`src/rtl/cam_pkg.sv`:
```
// Shared encodings for the CAM write-side controller: response status, request op, FSM state.
package cam_pkg;

  typedef enum logic [1:0] {
    CAM_ST_OK        = 2'd0,
    CAM_ST_FULL      = 2'd1,
    CAM_ST_NOT_FOUND = 2'd2,
    CAM_ST_DUPLICATE = 2'd3
  } cam_status_e;

  typedef enum logic {
    CAM_OP_INSERT = 1'b0,
    CAM_OP_DELETE = 1'b1
  } cam_op_e;

  typedef enum logic [2:0] {
    ST_IDLE  = 3'd0,
    ST_SCAN  = 3'd1,
    ST_ALLOC = 3'd2,
    ST_ISSUE = 3'd3,
    ST_WAIT  = 3'd4,
    ST_RESP  = 3'd5
  } cam_state_e;

endpackage

```
`src/rtl/priority_encoder.sv`:
```
// Priority encoder: index of the lowest ("HIGH" LSB priority) or highest set bit, plus any-set flag.
module priority_encoder #(
  parameter int unsigned WIDTH        = 32,
  parameter string       LSB_PRIORITY = "HIGH",
  localparam int unsigned OUT_W       = (WIDTH > 1) ? $clog2(WIDTH) : 1
) (
  input  logic [WIDTH-1:0] in,
  output logic [OUT_W-1:0] out,
  output logic             valid
);

  // Later loop iterations overwrite earlier ones, so scan order sets the winner.
  always_comb begin
    out   = '0;
    valid = 1'b0;
    if (LSB_PRIORITY == "HIGH") begin
      for (int i = int'(WIDTH) - 1; i >= 0; i--) begin
        if (in[i]) begin
          out   = OUT_W'(i);
          valid = 1'b1;
        end
      end
    end else begin
      for (int i = 0; i < int'(WIDTH); i++) begin
        if (in[i]) begin
          out   = OUT_W'(i);
          valid = 1'b1;
        end
      end
    end
  end

endmodule

```
`src/rtl/cam_update_ctrl.sv`:
```
// Key-level insert/delete front end for the block-RAM CAM; owns entry allocation via a shadow table.
// Optional CAM_DUP_CHECK_EN: inserts scan for an existing copy and answer DUPLICATE without writing.
module cam_update_ctrl
  import cam_pkg::*;
#(
  parameter int unsigned DATA_WIDTH = 64,
  parameter int unsigned ADDR_WIDTH = 5
) (
  input  logic                  clk,
  input  logic                  rst,
  input  logic                  req_valid,
  output logic                  req_ready,
  input  logic                  req_op,
  input  logic [DATA_WIDTH-1:0] req_key,
  output logic                  rsp_valid,
  output logic [1:0]            rsp_status,
  output logic [ADDR_WIDTH-1:0] rsp_addr,
  output logic [ADDR_WIDTH-1:0] cam_write_addr,
  output logic [DATA_WIDTH-1:0] cam_write_data,
  output logic                  cam_write_delete,
  output logic                  cam_write_enable,
  input  logic                  cam_write_busy,
  output logic [ADDR_WIDTH:0]   free_count
);

  localparam int unsigned N     = 2 ** ADDR_WIDTH;
  localparam int unsigned CNT_W = ADDR_WIDTH + 1;

  cam_state_e            state;
  cam_op_e               op_q;
  logic [DATA_WIDTH-1:0] key_q;
  logic [ADDR_WIDTH-1:0] idx_q;
  logic [ADDR_WIDTH-1:0] addr_q;

  logic [N-1:0]          valid_bm;
  logic [DATA_WIDTH-1:0] key_mem [N];

  logic [ADDR_WIDTH-1:0] free_idx;
  logic                  free_any;
  logic                  scan_hit_c;
  logic                  alloc_ok_c;
  logic                  go_issue_c;
  logic                  fire_c;
  logic [ADDR_WIDTH-1:0] issue_addr_c;

  priority_encoder #(
    .WIDTH        (N),
    .LSB_PRIORITY ("HIGH")
  ) u_free_enc (
    .in    (~valid_bm),
    .out   (free_idx),
    .valid (free_any)
  );

  // A write can leave straight from SCAN/ALLOC when the CAM is idle; ISSUE only absorbs busy stalls.
  always_comb begin
    scan_hit_c   = valid_bm[idx_q] && (key_mem[idx_q] == key_q);
    alloc_ok_c   = free_any && (free_count != '0);
    go_issue_c   = 1'b0;
    issue_addr_c = addr_q;
    case (state)
      ST_SCAN: begin
        if (scan_hit_c && (op_q == CAM_OP_DELETE)) begin
          go_issue_c   = 1'b1;
          issue_addr_c = idx_q;
        end
      end
      ST_ALLOC: begin
        if (alloc_ok_c) begin
          go_issue_c   = 1'b1;
          issue_addr_c = free_idx;
        end
      end
      ST_ISSUE: go_issue_c = 1'b1;
      default:  go_issue_c = 1'b0;
    endcase
    fire_c = go_issue_c && !cam_write_busy;
  end

  always_ff @(posedge clk) begin
    if (rst) begin
      state            <= ST_IDLE;
      op_q             <= CAM_OP_INSERT;
      key_q            <= '0;
      idx_q            <= '0;
      addr_q           <= '0;
      valid_bm         <= '0;
      free_count       <= CNT_W'(N);
      req_ready        <= 1'b0;
      rsp_valid        <= 1'b0;
      rsp_status       <= CAM_ST_OK;
      rsp_addr         <= '0;
      cam_write_addr   <= '0;
      cam_write_data   <= '0;
      cam_write_delete <= 1'b0;
      cam_write_enable <= 1'b0;
    end else begin
      cam_write_enable <= 1'b0;
      rsp_valid        <= 1'b0;
      if (fire_c) begin
        cam_write_enable <= 1'b1;
        cam_write_addr   <= issue_addr_c;
        cam_write_data   <= key_q;
        cam_write_delete <= (op_q == CAM_OP_DELETE);
        addr_q           <= issue_addr_c;
        if (op_q == CAM_OP_DELETE) begin
          valid_bm[issue_addr_c] <= 1'b0;
          free_count             <= free_count + CNT_W'(1);
        end else begin
          valid_bm[issue_addr_c] <= 1'b1;
          free_count             <= free_count - CNT_W'(1);
        end
        state <= ST_WAIT;
      end else if (go_issue_c) begin
        addr_q <= issue_addr_c;
        state  <= ST_ISSUE;
      end else begin
        case (state)
          ST_IDLE: begin
            req_ready <= 1'b1;
            if (req_valid && req_ready) begin
              req_ready <= 1'b0;
              op_q      <= cam_op_e'(req_op);
              key_q     <= req_key;
              idx_q     <= '0;
`ifdef CAM_DUP_CHECK_EN
              state     <= ST_SCAN;
`else
              state     <= req_op ? ST_SCAN : ST_ALLOC;
`endif
            end
          end
          ST_SCAN: begin
            // A hit here is always an insert: delete hits leave through the issue path.
            if (scan_hit_c) begin
              rsp_valid  <= 1'b1;
              rsp_status <= CAM_ST_DUPLICATE;
              rsp_addr   <= idx_q;
              state      <= ST_RESP;
            end else if (idx_q == ADDR_WIDTH'(N - 1)) begin
              if (op_q == CAM_OP_DELETE) begin
                rsp_valid  <= 1'b1;
                rsp_status <= CAM_ST_NOT_FOUND;
                rsp_addr   <= '0;
                state      <= ST_RESP;
              end else begin
                state <= ST_ALLOC;
              end
            end else begin
              idx_q <= idx_q + ADDR_WIDTH'(1);
            end
          end
          ST_ALLOC: begin
            rsp_valid  <= 1'b1;
            rsp_status <= CAM_ST_FULL;
            rsp_addr   <= '0;
            state      <= ST_RESP;
          end
          ST_WAIT: begin
            // The enable cycle itself is the first WAIT cycle; CAM busy is not valid until after it.
            if (!cam_write_enable && !cam_write_busy) begin
              rsp_valid  <= 1'b1;
              rsp_status <= CAM_ST_OK;
              rsp_addr   <= addr_q;
              state      <= ST_RESP;
            end
          end
          ST_RESP: begin
            req_ready <= 1'b1;
            state     <= ST_IDLE;
          end
          default: state <= ST_IDLE;
        endcase
      end
    end
  end

  // Key storage is never reset; the valid bitmap alone decides which entries are live.
  always_ff @(posedge clk) begin
    if (fire_c && (op_q == CAM_OP_INSERT)) begin
      key_mem[issue_addr_c] <= key_q;
    end
  end

endmodule
```
`config.mk`:
```
export PLATFORM = sky130hd
export DESIGN_NAME = cam_update_ctrl
export DESIGN_NICKNAME = d
export VERILOG_FILES = /design/src/rtl/cam_pkg.sv /design/src/rtl/priority_encoder.sv /design/src/rtl/cam_update_ctrl.sv
export SDC_FILE = /design/constraint.sdc
export NUM_CORES = 2
export LEC_CHECK = 0
export ABC_AREA = 1
export CORE_ASPECT_RATIO = 0.75
export CORE_MARGIN = 3
export CORE_UTILIZATION = 55
export DETAILED_ROUTE_END_ITERATION = 8
export PLACE_DENSITY = 0.72
export RECOVER_POWER = 25
export SYNTH_ARGS = -nofsm -noshare
export SYNTH_HDL_FRONTEND = slang
export SYNTH_SLANG_ARGS = --single-unit
```
`constraint.sdc`:
```
create_clock -name clk -period 10.2 [get_ports clk]
set_input_delay 1.53 -clock clk [delete_from_list [all_inputs] [get_ports clk]]
set_output_delay 1.53 -clock clk [all_outputs]
set_load 0.02 [all_outputs]
```
; ---- Yosys cells after proc, flatten, opt, wreduce, memory -nomap -nowiden
; Memory sizes are Yosys's and may differ from the RTL's. A register that Yosys moved wholly into a read port is not among the register bits.
; Cells that the tools add are included.
[word_totals]
regBits = 196
mem_bits_rw = 2048
input_bits = 69
output_inout_bits = 86
wordCells = 186
n_memories = 1
[memory_table]
columns = name, words, width, read_ports, rd_clocked_by_memory_dff, write_ports, line_no
row1 = key_mem, 32, 64, 1, 1, 1, cam_update_ctrl.sv:36  ; logic [DATA_WIDTH-1:0] key_mem [N];
[classes]
add_sub_neg = 3
n_lt_le_gt_ge = 3
n_eq_ne = 19
muxes = 113
bitwise = 7
n_reduce_logical = 24
[ops]
columns = operator, count
row1 = $mux W5, 45
row2 = $eq A64 B64 Y1, 1
row3 = $not A32 Y32, 2
row4 = $mux W1, 44
row5 = $and A32 B32 Y32, 1
row6 = $mux W32, 1
row7 = $or A32 B32 Y32, 1
row8 = $mux W3, 7
row9 = $pmux W5 S2, 2
row10 = $pmux W5 S3, 1
row11 = $lt A5 B6 Y1 const B, 2
row12 = $ne A3 B3 Y1 const B, 4
row13 = $ne A4 B4 Y1 const B, 3
row14 = $pmux W3 S4, 1
row15 = $reduce_and A6 Y1, 2
row16 = $mux W2, 5
row17 = $reduce_and A3 Y1, 3
row18 = $logic_and A1 B1 Y1, 8
row19 = $ne A2 B2 Y1 const B, 4
row20 = $add A6 B1 Y6 const B, 1
row21 = $eq A3 B2 Y1 const B, 2
row22 = $eq A3 B3 Y1 const B, 2
row23 = $mux W6, 1
row24 = $pmux W1 S3, 2
row25 = other kinds (19), 24

; ---- Longest topological paths before layout
[depth]
depth_word = 43
depth_mapped = 37
mapped_depth_nobuf = 36

; ---- Cells and area by module
; Synthesis repeated with hierarchy kept, for this count alone.
[hier_totals]
cells_unflattened = 8154
hier_area_um2 = 91711.7
[modules_own_cells]
columns = mod, instances, cells_each, area_per_inst_um2, seq_area_each_um2
row1 = cam_update_ctrl, 1, 8047, 91268.8, 65522.8
row2 = priority_encoder, 1, 107, 442.9, 0.0

; ---- Least setup slack after synthesis
; Ideal clock, no wire load.
[synth_path]
path_kind = reg2reg
startpoint = register with a tool-made name
endpoint = memory key_mem[17][0], enable pin
setup_time_ps = 486
t_arrival_ps = 5660
required_ps = 9714
setup_slack_ps = 4054
path_stages_with_launch = 24
n_path_buf = 4
synth_period_minus_slack_ps = 6146
cell_sequence = dfxtp_1 > buf_6 > inv_4 > buf_2 > buf_4 > buf_2 > nor2_1 > o22ai_1 > nand2_1 > nand3_1 > nand3_1 > nand2_1 > nand2_1 > a21oi_1 > nand3_1 > nor2_2 > nand3_2 > nor2_4 > nand2_2 > a21oi_4 > nand2_4 > nor2_4 > nand3_1 > nor2_1
[synth_lines]
columns = item, line_no
row1 = to (decl), cam_update_ctrl.sv:36

==> reports/metrics.cfg <==
[global_routing]
grt_usage_pct=30.0
grt_pass1_vias=57600
gr-total-overflow=0
grt_pass1_wl_um=377000
antenna_found_initial=8
grt_start_max_net_pins=205

[cells_and_area]
diodes=0
final_util_pct=61.7
nFillCells=12000
regArea_um2=65500
area_growth_pct=10.9
final_layout_size_suffix_gt1_share_pct=6.37
final_nets=7422
multi_input_area_um2=20800

[pwr]
seqPwrFrac_pct=46.5
p_sw_share_pct=31.3
p_per_area_nw_per_um2=244
p_leak_nw=33.2
internal_power_mw=16.6
p_switching_mw=7.56
comb_power_share_pct=21.9
power.share.clock_pct=31.6
ir_drop_uv=226

[worst_hold_path]
hold_class=flip-flop to flip-flop

[sta]
hold_viol=0
fin_tns_setup_ns=0
maxSlewHeadroom_pct=-23.7
fmax_ghz=0.127
min_period_ns=7.86
skew_ns=0.0334
slew_viol_final=697
final-setup-viol-count=0
min_period_over_period_pct=77.1
rsz0062_at_grt=no
layout_setup_ws_ns=2.34
worstMarginPinSlew_ns=1.86

[synthesis]
synth_fp_nets=7409
synth_cell_type_count=44
synth_area_leaders=edfxtp_1 69%, nor2_1 4.6%, dfxtp_1 4.5%, o21ai_0 4.5%, nand2_1 3.8%
synth_top_family_by_area=simple AND/OR/NAND/NOR gates
synth_fa_ha_area_share_pct=0.107
synth-compound-area-share_pct=11.4
syn_avg_cell_area_um2=12.2
synthFlopType=edfxtp_1
yosysTopAreaCell=edfxtp_1
synth_xor_area_share_pct=0.128
synth_mux_area_share_pct=0
ys_ff_latch=2249
synthDominantCellAreaShare_pct=68.9
seq_area_frac_synth_pct=73.4
yosys_warnings=0
async_flop_share_pct=0
synth_area_um2=89200
synth_edf_count=2048
synth-simple-area-share_pct=11.6
synthCells=7333

[cts]
clockRootBuffer=clkbuf_16
clk_path_buf_depth=3
path_clk_slew_ns=0.06
postCtsHoldBufs=0
cts.repair.resized=0
h-tree-depth=4
cts_made_buffers=203
clk_latency_ns=0.84
cts.sinks=2249
post_cts_buffers=0
cts_tree=done

[routing]
post-route-drc-count=0
via_count=61300
firstDrtPassIters=6
drtAntennaViolNets=0
drtIter0Drc=9538
drt_wl_total_um=256000
vias_per_cell=6.36
wire_per_inst_um=26.5

[place]
place.gp.congestion=0.897
hpwl_um=135000
io_buffers=154
place_ws_ns=2.56

[worst_setup_path]
worstSetupStartpointType=flip-flop
worst_setup_path_end_kind=flip-flop
critical_path_arrival_ns=8.34
required_ns=10.68
cp_max_fo=152
path_class=flip-flop to flip-flop

[flow_run]
drv_cap=20

[die]
io_pins=155
rows=127
coreArea_um2=160000
die_x_um=471
die_height_um=355
start_util_pct=55.6
dieArea_um2=167000

[status]
violations=max-capacitance violations, max-slew violations
status=finished, violations left

[power by group through the flow]
stage | logic, mW | registers [mW] | clock network, mW
after global placement | 5.08 | 11.4 | 0
after detailed placement | 5.19 | 11.4 | 0
after floorplan | 3.34 | 11.5 | 0
after global routing | 5.76 | 11.3 | 8.01
after CTS | 5.22 | 11.2 | 7.66
final | 5.28 | 11.2 | 7.62
[metrics by stage]
stage               hold WS (ns)  instance area [µm²]  instances  power (mW)
global route               0.477                99000       9644        25.0
finish                     0.462                99000       9644        24.1
floorplan                  0.458                89200       7333        14.9
detailed placement         0.451                92600       9269        16.6
global placement           0.444                92600       9269        16.4
CTS                        0.461                99100       9644        24.1
[routing by layer]
layer / routed length (µm) / track usage (%)
met1: 101000 / 43.3
met2: 115000 / 45.2
met3: 29700 / 5.66
met4: 10400 / 12.2
met5: 93 / 0
[final timing paths]
kind / start / to / slack [ns] / cells after the start
worst min-delay path: cam_write_data[12] / cam_write_data[12] / 0.46 / 2
worst max-delay path: flip-flop / key_mem[31][27] / 2.34 / 25
worst max register to register: flip-flop / key_mem[31][27] / 2.34 / 25
worst min register to register: cam_write_data[12] / cam_write_data[12] / 0.46 / 2
[layout by cell type, fill, tap and decap left out, types with 12 or more instances in the layout]
cell	count
nand4_1	62
nand3_1	433
clkinv_2	34
nor2_1	1090
nand2_1	909
a21oi_1	138
inv_4	32
buf_4	101
clkbuf_1	84
buf_12	17
edfxtp_1	2048
bufinv_16	17
clkbuf_16	210
o221ai_1	37
dfxtp_1	196
o21ai_0	796
inv_1	113
nor2_4	13
xor2_1	12
clkdlybuf4s50_1	153
o21ai_1	410
o22ai_1	474
clkinv_1	37
[final cells by class]
cell class              instances  area share [%]
clock buffers                 266            5.61
clock inverters               109            1.00
flip-flops and latches       2249            66.2
repair buffers                310            2.81
multi-input cells            4429            21.0
inverters                     153           0.704
well taps                    2128            2.69
[cells in the mapped netlist, drive strengths merged (2+ instances only)]
| cell type | instances |
|---|---|
| dfxtp | 201 |
| o22ai | 474 |
| nand2 | 912 |
| a21oi | 140 |
| nor2 | 1105 |
| clkbuf | 224 |
| nand3b | 3 |
| nand3 | 435 |
| o31ai | 2 |
| inv | 153 |
| a22oi | 6 |
| buf | 278 |
| o21ai | 1206 |
| nor3 | 9 |
| ha | 6 |
| o221ai | 37 |
| nand4 | 62 |
| o211ai | 3 |
| xor2 | 12 |
| a31oi | 8 |
| edfxtp | 2048 |
[cell families after synthesis]
group	count (synthesis)
flip-flops	2249
AND/OR/NAND/NOR	2529
XOR/XNOR	13
buffers and inverters	655
adder cells (fa/ha/maj)	7
AO/OA/AOI/OAI	1880
[worst max-delay path, stage by stage (launching register included)]
cell and delay, ns:
dfxtp_4 0.77, buf_12 0.52, buf_4 0.70, o21ai_0 0.24
o22ai_1 0.23, nand2_1 0.08, nand2_1 0.08, nand2_1 0.05
nand3_1 0.14, nand2_1 0.07, nand2_1 0.08, nand2_1 0.07
nor2_1 0.09, nand2_1 0.05, nor2_1 0.45, nand2_1 0.19
nor2_4 0.25, nand3_2 0.19, nor2_4 0.18, o21ai_1 0.08
nand2_1 0.11, inv_2 0.17, nand2_1 0.82, nand4_1 0.35
inv_4 0.86, buf_4 0.48
[registers in the layout, indices dropped and copies added (netlist names), 2 cells and up, named ones only]
name            cells
key_q              64
rsp_addr            5
state               3
free_count          6
addr_q              5
key_mem          2048
cam_write_addr      5
idx_q               5
cam_write_data     64
rsp_status          2
(Power assumes the default switching activity.)
